$ cat src/rtl/fib_table_gen.sv
// Fibonacci table generator: rebuilds a DEPTH-entry table one entry per cycle,
// saturating at all-ones, and serves two independent 1-cycle-latency read ports.
module fib_table_gen #(
    parameter int W     = 32,
    parameter int DEPTH = 48,
    parameter int AW    = 6
) (
    input  logic          clk,
    input  logic          rst,
    input  logic          start,
    output logic          busy,
    output logic          sat,
    input  logic          rd_req_a,
    input  logic [AW-1:0] rd_addr_a,
    output logic          rd_vld_a,
    output logic [W-1:0]  rd_data_a,
    output logic          rd_err_a,
    input  logic          rd_req_b,
    input  logic [AW-1:0] rd_addr_b,
    output logic          rd_vld_b,
    output logic [W-1:0]  rd_data_b,
    output logic          rd_err_b
);

    typedef enum logic {BUILD, READY} state_t;

    localparam logic [AW:0]   DEPTH_X = (AW+1)'(DEPTH);
    localparam logic [AW-1:0] K_LAST  = AW'(DEPTH - 1);

    state_t        r_state;
    state_t        w_state_nxt;
    logic [AW-1:0] r_k;
    logic [W-1:0]  r_f_prev;
    logic [W-1:0]  r_f_cur;
    logic          r_sat;
    logic [W-1:0]  r_mem [DEPTH];

    logic          w_last;
    logic          w_restart;
    logic [W:0]    w_sum;
    logic [W-1:0]  w_entry;
    logic          w_sat_set;
    logic          w_block;
    logic          w_oob_a;
    logic          w_oob_b;

    always_ff @(posedge clk or negedge rst) begin
        if (!rst) r_state <= BUILD;
        else      r_state <= w_state_nxt;
    end

    always_comb begin
        w_state_nxt = r_state;
        w_restart   = 1'b0;
        case (r_state)
            BUILD: if (w_last) w_state_nxt = READY;
            READY: if (start) begin
                w_state_nxt = BUILD;
                w_restart   = 1'b1;
            end
            default: w_state_nxt = BUILD;
        endcase
    end

    // Entries 0 and 1 are seeds; later entries come from the running pair,
    // and once saturated every following entry stays pinned at all-ones.
    always_comb begin
        w_last    = (r_k == K_LAST);
        w_sum     = {1'b0, r_f_prev} + {1'b0, r_f_cur};
        w_entry   = '0;
        w_sat_set = 1'b0;
        if (r_k == '0) begin
            w_entry = '0;
        end else if (r_k == AW'(1)) begin
            w_entry = W'(1);
        end else if (w_sum[W] || r_sat) begin
            w_entry   = '1;
            w_sat_set = 1'b1;
        end else begin
            w_entry = w_sum[W-1:0];
        end
    end

    always_ff @(posedge clk or negedge rst) begin
        if (!rst) begin
            r_k      <= '0;
            r_f_prev <= '0;
            r_f_cur  <= '0;
            r_sat    <= 1'b0;
        end else if (r_state == BUILD) begin
            r_k      <= w_last ? '0 : r_k + AW'(1);
            r_f_prev <= r_f_cur;
            r_f_cur  <= w_entry;
            if (w_sat_set) r_sat <= 1'b1;
        end else if (w_restart) begin
            r_k   <= '0;
            r_sat <= 1'b0;
        end
    end

    always_ff @(posedge clk) begin
        if (rst && r_state == BUILD) r_mem[r_k] <= w_entry;
    end

    // A start accepted this cycle already makes the table invalid for reads.
    assign w_block = (r_state == BUILD) || start;
    assign w_oob_a = ({1'b0, rd_addr_a} >= DEPTH_X);
    assign w_oob_b = ({1'b0, rd_addr_b} >= DEPTH_X);

    always_ff @(posedge clk or negedge rst) begin
        if (!rst) begin
            rd_vld_a  <= 1'b0;
            rd_data_a <= '0;
            rd_err_a  <= 1'b0;
        end else if (rd_req_a) begin
            rd_vld_a <= 1'b1;
            if (w_block || w_oob_a) begin
                rd_data_a <= '0;
                rd_err_a  <= 1'b1;
            end else begin
                rd_data_a <= r_mem[rd_addr_a];
                rd_err_a  <= 1'b0;
            end
        end else begin
            rd_vld_a <= 1'b0;
        end
    end

    always_ff @(posedge clk or negedge rst) begin
        if (!rst) begin
            rd_vld_b  <= 1'b0;
            rd_data_b <= '0;
            rd_err_b  <= 1'b0;
        end else if (rd_req_b) begin
            rd_vld_b <= 1'b1;
            if (w_block || w_oob_b) begin
                rd_data_b <= '0;
                rd_err_b  <= 1'b1;
            end else begin
                rd_data_b <= r_mem[rd_addr_b];
                rd_err_b  <= 1'b0;
            end
        end else begin
            rd_vld_b <= 1'b0;
        end
    end

    assign busy = (r_state == BUILD);
    assign sat  = r_sat;

endmodule

$ cat config.mk
export PLATFORM = sky130hd
export DESIGN_NAME = fib_table_gen
export DESIGN_NICKNAME = d
export VERILOG_FILES = /design/src/rtl/fib_table_gen.sv
export SDC_FILE = /design/constraint.sdc
export NUM_CORES = 2
export LEC_CHECK = 0
export BUFFER_PORTS_ARGS = -buffer_cell sky130_fd_sc_hd__buf_2
export CAP_MARGIN = 5
export CORE_AREA = 2 2 512 514
export DETAILED_ROUTE_END_ITERATION = 12
export DIE_AREA = 0 0 514 516
export MAX_ROUTING_LAYER = met4
export PLACE_DENSITY = 0.5
export SLEW_MARGIN = 30
export SYNTH_ARGS = -nofsm -noshare
export SYNTH_HDL_FRONTEND = slang
export SYNTH_SLANG_ARGS = --single-unit
$ cat constraint.sdc
create_clock -name clk -period 10 [get_ports clk]
set_input_delay 1.5 -clock clk [delete_from_list [all_inputs] [get_ports clk]]
set_output_delay 1.5 -clock clk [all_outputs]
set_load 0.1 [all_outputs]
== After elaboration in Yosys (flattened, before gate mapping) ==
Memories as Yosys holds them, arrays and structs flattened.
Cells that the tools add are included.
Cells by class
  add/subtract/negate cells: 2
  order comparisons: 2
  eq/ne operators: 3
  muxes and demuxes: 25
  bitwise gates (word level): 1
  reductions and logical operators: 8
Operators by type and width (count)
  $mux W32: 5
  $add A32 B32 Y33: 1
  $mux W6: 3
  $mux W1: 16
  $ge A6 B6 Y1 const B: 2
  $add A6 B1 Y6 const B: 1
  $eq A6 B1 Y1 const B: 1
  $eq A6 B6 Y1 const B: 1
  $logic_not A6 Y1: 1
  $logic_or A1 B1 Y1: 4
  $ne A2 B1 Y1 const B: 1
  $pmux W1 S2: 1
  $reduce_and A2 Y1: 1
  $reduce_bool A2 Y1: 1
  $logic_and A1 B1 Y1: 1
  $not A1 Y1: 1
Storage, ports and cells
  register bits after elaboration: 140
  RAM bits: 1536
  input port bits: 17
  output and inout port bits: 70
  logic and storage cells: 53
  memories kept: 1
Memory list
  r_mem: words 48, width 32, rd ports 2, clocked after memory_dff 0, wr ports 1, line 36  | logic [W-1:0] r_mem [DEPTH];

== Longest topological paths before layout ==
  word-level depth: 7
  mapped depth: 11
  depth with buffers taken out: 10

== Least setup slack after synthesis ==
Ideal clock, no wire load.
  kind: input -> register
  start point: input port rst
  end point: memory r_mem[8][0], enable pin
  library setup time: 0.501 ns
  data arrival time: 5.172 ns
  required time: 9.499 ns
  setup slack: 4.327 ns
  cell stages on the path: 5
  path buffers: 2
  cells stage by stage: nor2b_1 -> clkbuf_1 -> nand4bb_1 -> clkbuf_1 -> nor4_1
Between the ends
  cells in the longest elaborated chain, start to end: 3
RTL lines
  start, declared: line 9  | input logic rst,
  $logic_and A1 B1 Y1: line 102  | if (rst && r_state == BUILD) r_mem[r_k] <= w_entry;
  $mux W1: line 102
  $mux W1 (not written as such): line 102
  end, declared: line 36
No other way between the ends.

== Worst setup path after layout ==
  start point: register r_f_cur[0]
  end point: memory r_mem[44][25] (data pin)
Between the ends
  cells in the longest elaborated chain, start to end: 5
RTL lines
  start, declared: line 34  | logic [W-1:0] r_f_cur;
  start signal, assigned: line 93  | r_f_cur <= w_entry;
  $add A32 B32 Y33 *: line 69  | w_sum = {1'b0, r_f_prev} + {1'b0, r_f_cur};
  $logic_or A1 B1 Y1: line 76  | end else if (w_sum[W] || r_sat) begin
  $mux W32 *: line 76
  $mux W32 *: line 74  | end else if (r_k == AW'(1)) begin
  $mux W32 *: line 72  | if (r_k == '0) begin
  via w_entry[25]: line 41  | logic [W-1:0] w_entry;
Mark *: on every way through the listed nets, which the timed path passes. The rest lies on a longest branch.

==> results.sh <==
export IMPL_status="complete, no violations"
export IMPL_max_freq_mhz=221
export IMPL_r2r_end="r_mem[44][25]"
export IMPL_grt_start_max_net_pins=145
export IMPL_syn_avg_cell_area_um2=20.6
export IMPL_area_growth_pct=15.0
export IMPL_most_common_layout_cells="1536 x edfxtp_1, 960 x mux4_2, 189 x clkbuf_16"
export IMPL_clk_path_buf_depth=3
export IMPL_async_flop_share_pct=8.35
export IMPL_critical_path_max_stage_delay_ns=0.85
export IMPL_final_hold_violation_count=0
export IMPL_relSlewSlack_pct=26.9
export IMPL_port_buffers=86
export IMPL_fin_util_pct=34.4
export IMPL_critPathArrivalTime_ns=5.07
export IMPL_dpl_hpwl_um=138000
export IMPL_clk_latency_ns=0.84
export IMPL_initial_core_util_pct=29.9
export IMPL_tightestPinTransition_ns=1.10
export IMPL_required_ns=10.55
export IMPL_min_delay_path_class="reg -> reg"
export IMPL_yosys_warnings=0
export IMPL_nNetsFinal=3933
export IMPL_ys_ff_latch=1676
export IMPL_setup_viol=0
export IMPL_drc=0
export IMPL_crit_fanout=32
export IMPL_period_share_pct=45.2
export IMPL_crit_path_cell_trace="ha_1 -> fa_1 -> a211oi_2 -> o211ai_1 -> and3_4 -> a21boi_2 -> o21ai_2 -> a2111o_4 -> a41oi_1 -> nor2_4 -> buf_16"
export IMPL_final_min_clock_period_ns=4.52
export IMPL_grt_pass1_wl_um=349000
export IMPL_io_pins=87
export IMPL_wl_per_cell_um=33.4
export IMPL_yosysUniqueCellTypes=60
export IMPL_cts_sinks=1676
export IMPL_min_from="rd_err_a"
export IMPL_drtPass1Iterations=5
export IMPL_peakVddDrop_v=0.000148
export IMPL_end_kind="register"
export IMPL_cts_hold_buf=0
export IMPL_vias=42000
export IMPL_overflow=0
export IMPL_power_density_nw_per_um2=232
export IMPL_ctsHtreeMaxLevel=4
export IMPL_drive_gt1_share_pct=38.9
export IMPL_synthesis_nets=3811
export IMPL_skew_ns=0.0324
export IMPL_synthFlopType="edfxtp_1"
export IMPL_n_fill_cell=24100
export IMPL_whs_endpoint="rd_err_a"
export IMPL_cts_tree="done"
export IMPL_layout_commonest_cell="edfxtp_1"
export IMPL_numCtsBuffers=186
export IMPL_rr_worst_depth=11
export IMPL_netlist_area_um2=77600
export IMPL_drt_initial_drc_count=5006
export IMPL_die_area_um2=265000
export IMPL_clk_pin_slew_worst_paths_ns=0.06
export IMPL_critPathKind="reg -> reg"
export IMPL_p_leak_nw=27.4
export IMPL_vias_per_cell=5.64
export IMPL_finalWirelength_um=249000
export IMPL_startpoint_type="register"
export IMPL_fin_tns_setup_ns=0
export IMPL_hold_depth=1
export IMPL_grt_usage_pct=19.3
export IMPL_post_cts_repair_setup_buffers=0
export IMPL_die_h_um=516
export IMPL_drv_slew=0
export IMPL_post_cts_resized=0
export IMPL_grt_pass1_vias=43800
export IMPL_synthCells=3758
export IMPL_core_um2=259000
export IMPL_die_w_um=514
export IMPL_num_rows=187
export IMPL_rsz0062_at_grt="false"
export IMPL_yosysSeqAreaShare_pct=64.0
export IMPL_cts_root_buf="clkbuf_16"
export IMPL_crit_path_top_delay_cell="a41oi_1"
export IMPL_r2r_start="r_f_cur[0]"
export IMPL_antenna_found_initial=6
export IMPL_max_cap_violations=0
export IMPL_r2r_slack_ns=5.48
export IMPL_ant_nets=0
export IMPL_synth_edf_count=1536
export IMPL_gp_congestion=0.775
where the power goes:
group          switching (mW)  internal (mW)  total [mW]
registers               0.199           9.28        9.48
clock network            2.90           3.91        6.81
logic                    3.05           1.37        4.42
total                    6.15           14.6        20.7
Yosys cell counts (all sizes together) (6+ instances only):
cell type | instances | area share, %
buf | 135 | 0.94
xnor2 | 19 | 0.21
o21a | 10 | 0.097
clkbuf | 155 | 0.75
edfxtp | 1536 | 59
inv | 80 | 0.39
xor2 | 7 | 0.079
a21oi | 106 | 0.69
o21ai | 61 | 0.40
nand4 | 11 | 0.089
o21bai | 6 | 0.058
nand3 | 11 | 0.071
ha | 35 | 0.56
or3 | 8 | 0.064
a21o | 14 | 0.14
a221oi | 8 | 0.090
mux2i | 65 | 0.84
o22ai | 64 | 0.52
a211oi | 7 | 0.081
mux4 | 960 | 28
dfrtp | 140 | 4.5
mux2 | 25 | 0.36
nor2 | 175 | 0.86
nand2 | 70 | 0.34
worst max-delay path, delay by kind of cell, from the launching register on:
| kind | cells | cell delay, ns |
|---|---|---|
| buf+inv | 1 | 0.26 |
| simple gates | 2 | 0.48 |
| fa+ha+maj | 2 | 0.71 |
| compound gates | 6 | 2.34 |
| flops | 1 | 0.40 |
per-layer routing:
metal  up-vias  track usage [%]  share of wire (%)
li1      16500                -                  -
met1     23600             26.8                 44
met2      1569             29.7                 47
met3       318             3.10                6.6
met4         0             4.59                2.1
met5         -                -                  0
final cells by class:
type	count	area [µm²]	area share, %
sequential	1676	49600	55.6
timing repair buffer	224	2150	2.41
inverter	81	304	0.341
clock buffer	242	5000	5.60
tap	3402	4260	4.77
antenna	4	10.0	0.0112
multi-input combinational	1711	26900	30.2
clock inverter	102	970	1.09
cells by family (layout without fill, tap and decap cells):
kind of cell,count (synthesis),after routing,synth area share [%]
DFF,1676,1676,64.0
muxes,1050,1050,29.1
buffers and inverters,371,649,2.08
and+or+nand+nor,302,302,1.67
AOI/OAI and AO/OA,297,297,2.35
adders and majority gates,36,36,0.590
xor gates and xnor gates,26,26,0.293
other,0,4,0
per-stage QoR:
stage	hold slack, ns	area (µm²)	instances	power [mW]	setup WS (ns)
after detailed placement	0.464	83000	7085	14.0	4.34
after global routing	0.505	89200	7439	21.5	5.16
after global placement	0.456	82600	7070	13.9	4.16
final	0.471	89200	7442	20.7	5.48
after floorplan	0.459	77600	3758	12.2	4.33
after CTS	0.477	89000	7429	20.8	5.24
worst max-delay path by stage:
stage / from / endpoint / slack [ns] / cells past startpoint
3_5_place_dp: rd_addr_b[0] / rd_data_b[19] / 4.34 / 9
2_1_floorplan: rst / r_mem[8][0] / 4.33 / 5
6_report: r_f_cur[0] / r_mem[44][25] / 5.48 / 11
4_1_cts: rd_addr_b[0] / rd_data_b[20] / 5.24 / 9
5_1_grt: rd_addr_b[0] / rd_data_b[12] / 5.16 / 9
3_3_place_gp: rd_addr_b[0] / rd_data_b[11] / 4.16 / 9
state kept, by name, summed over array words and instances, names as in the netlist:
signal / flops
r_f_cur: 32
r_f_prev: 32
r_mem: 1536
rd_err_b: 1
r_state: 1
rd_data_a: 32
r_k: 6
sat: 1
rd_err_a: 1
rd_vld_a: 1
rd_data_b: 32
rd_vld_b: 1
(Power assumes the default switching activity.)
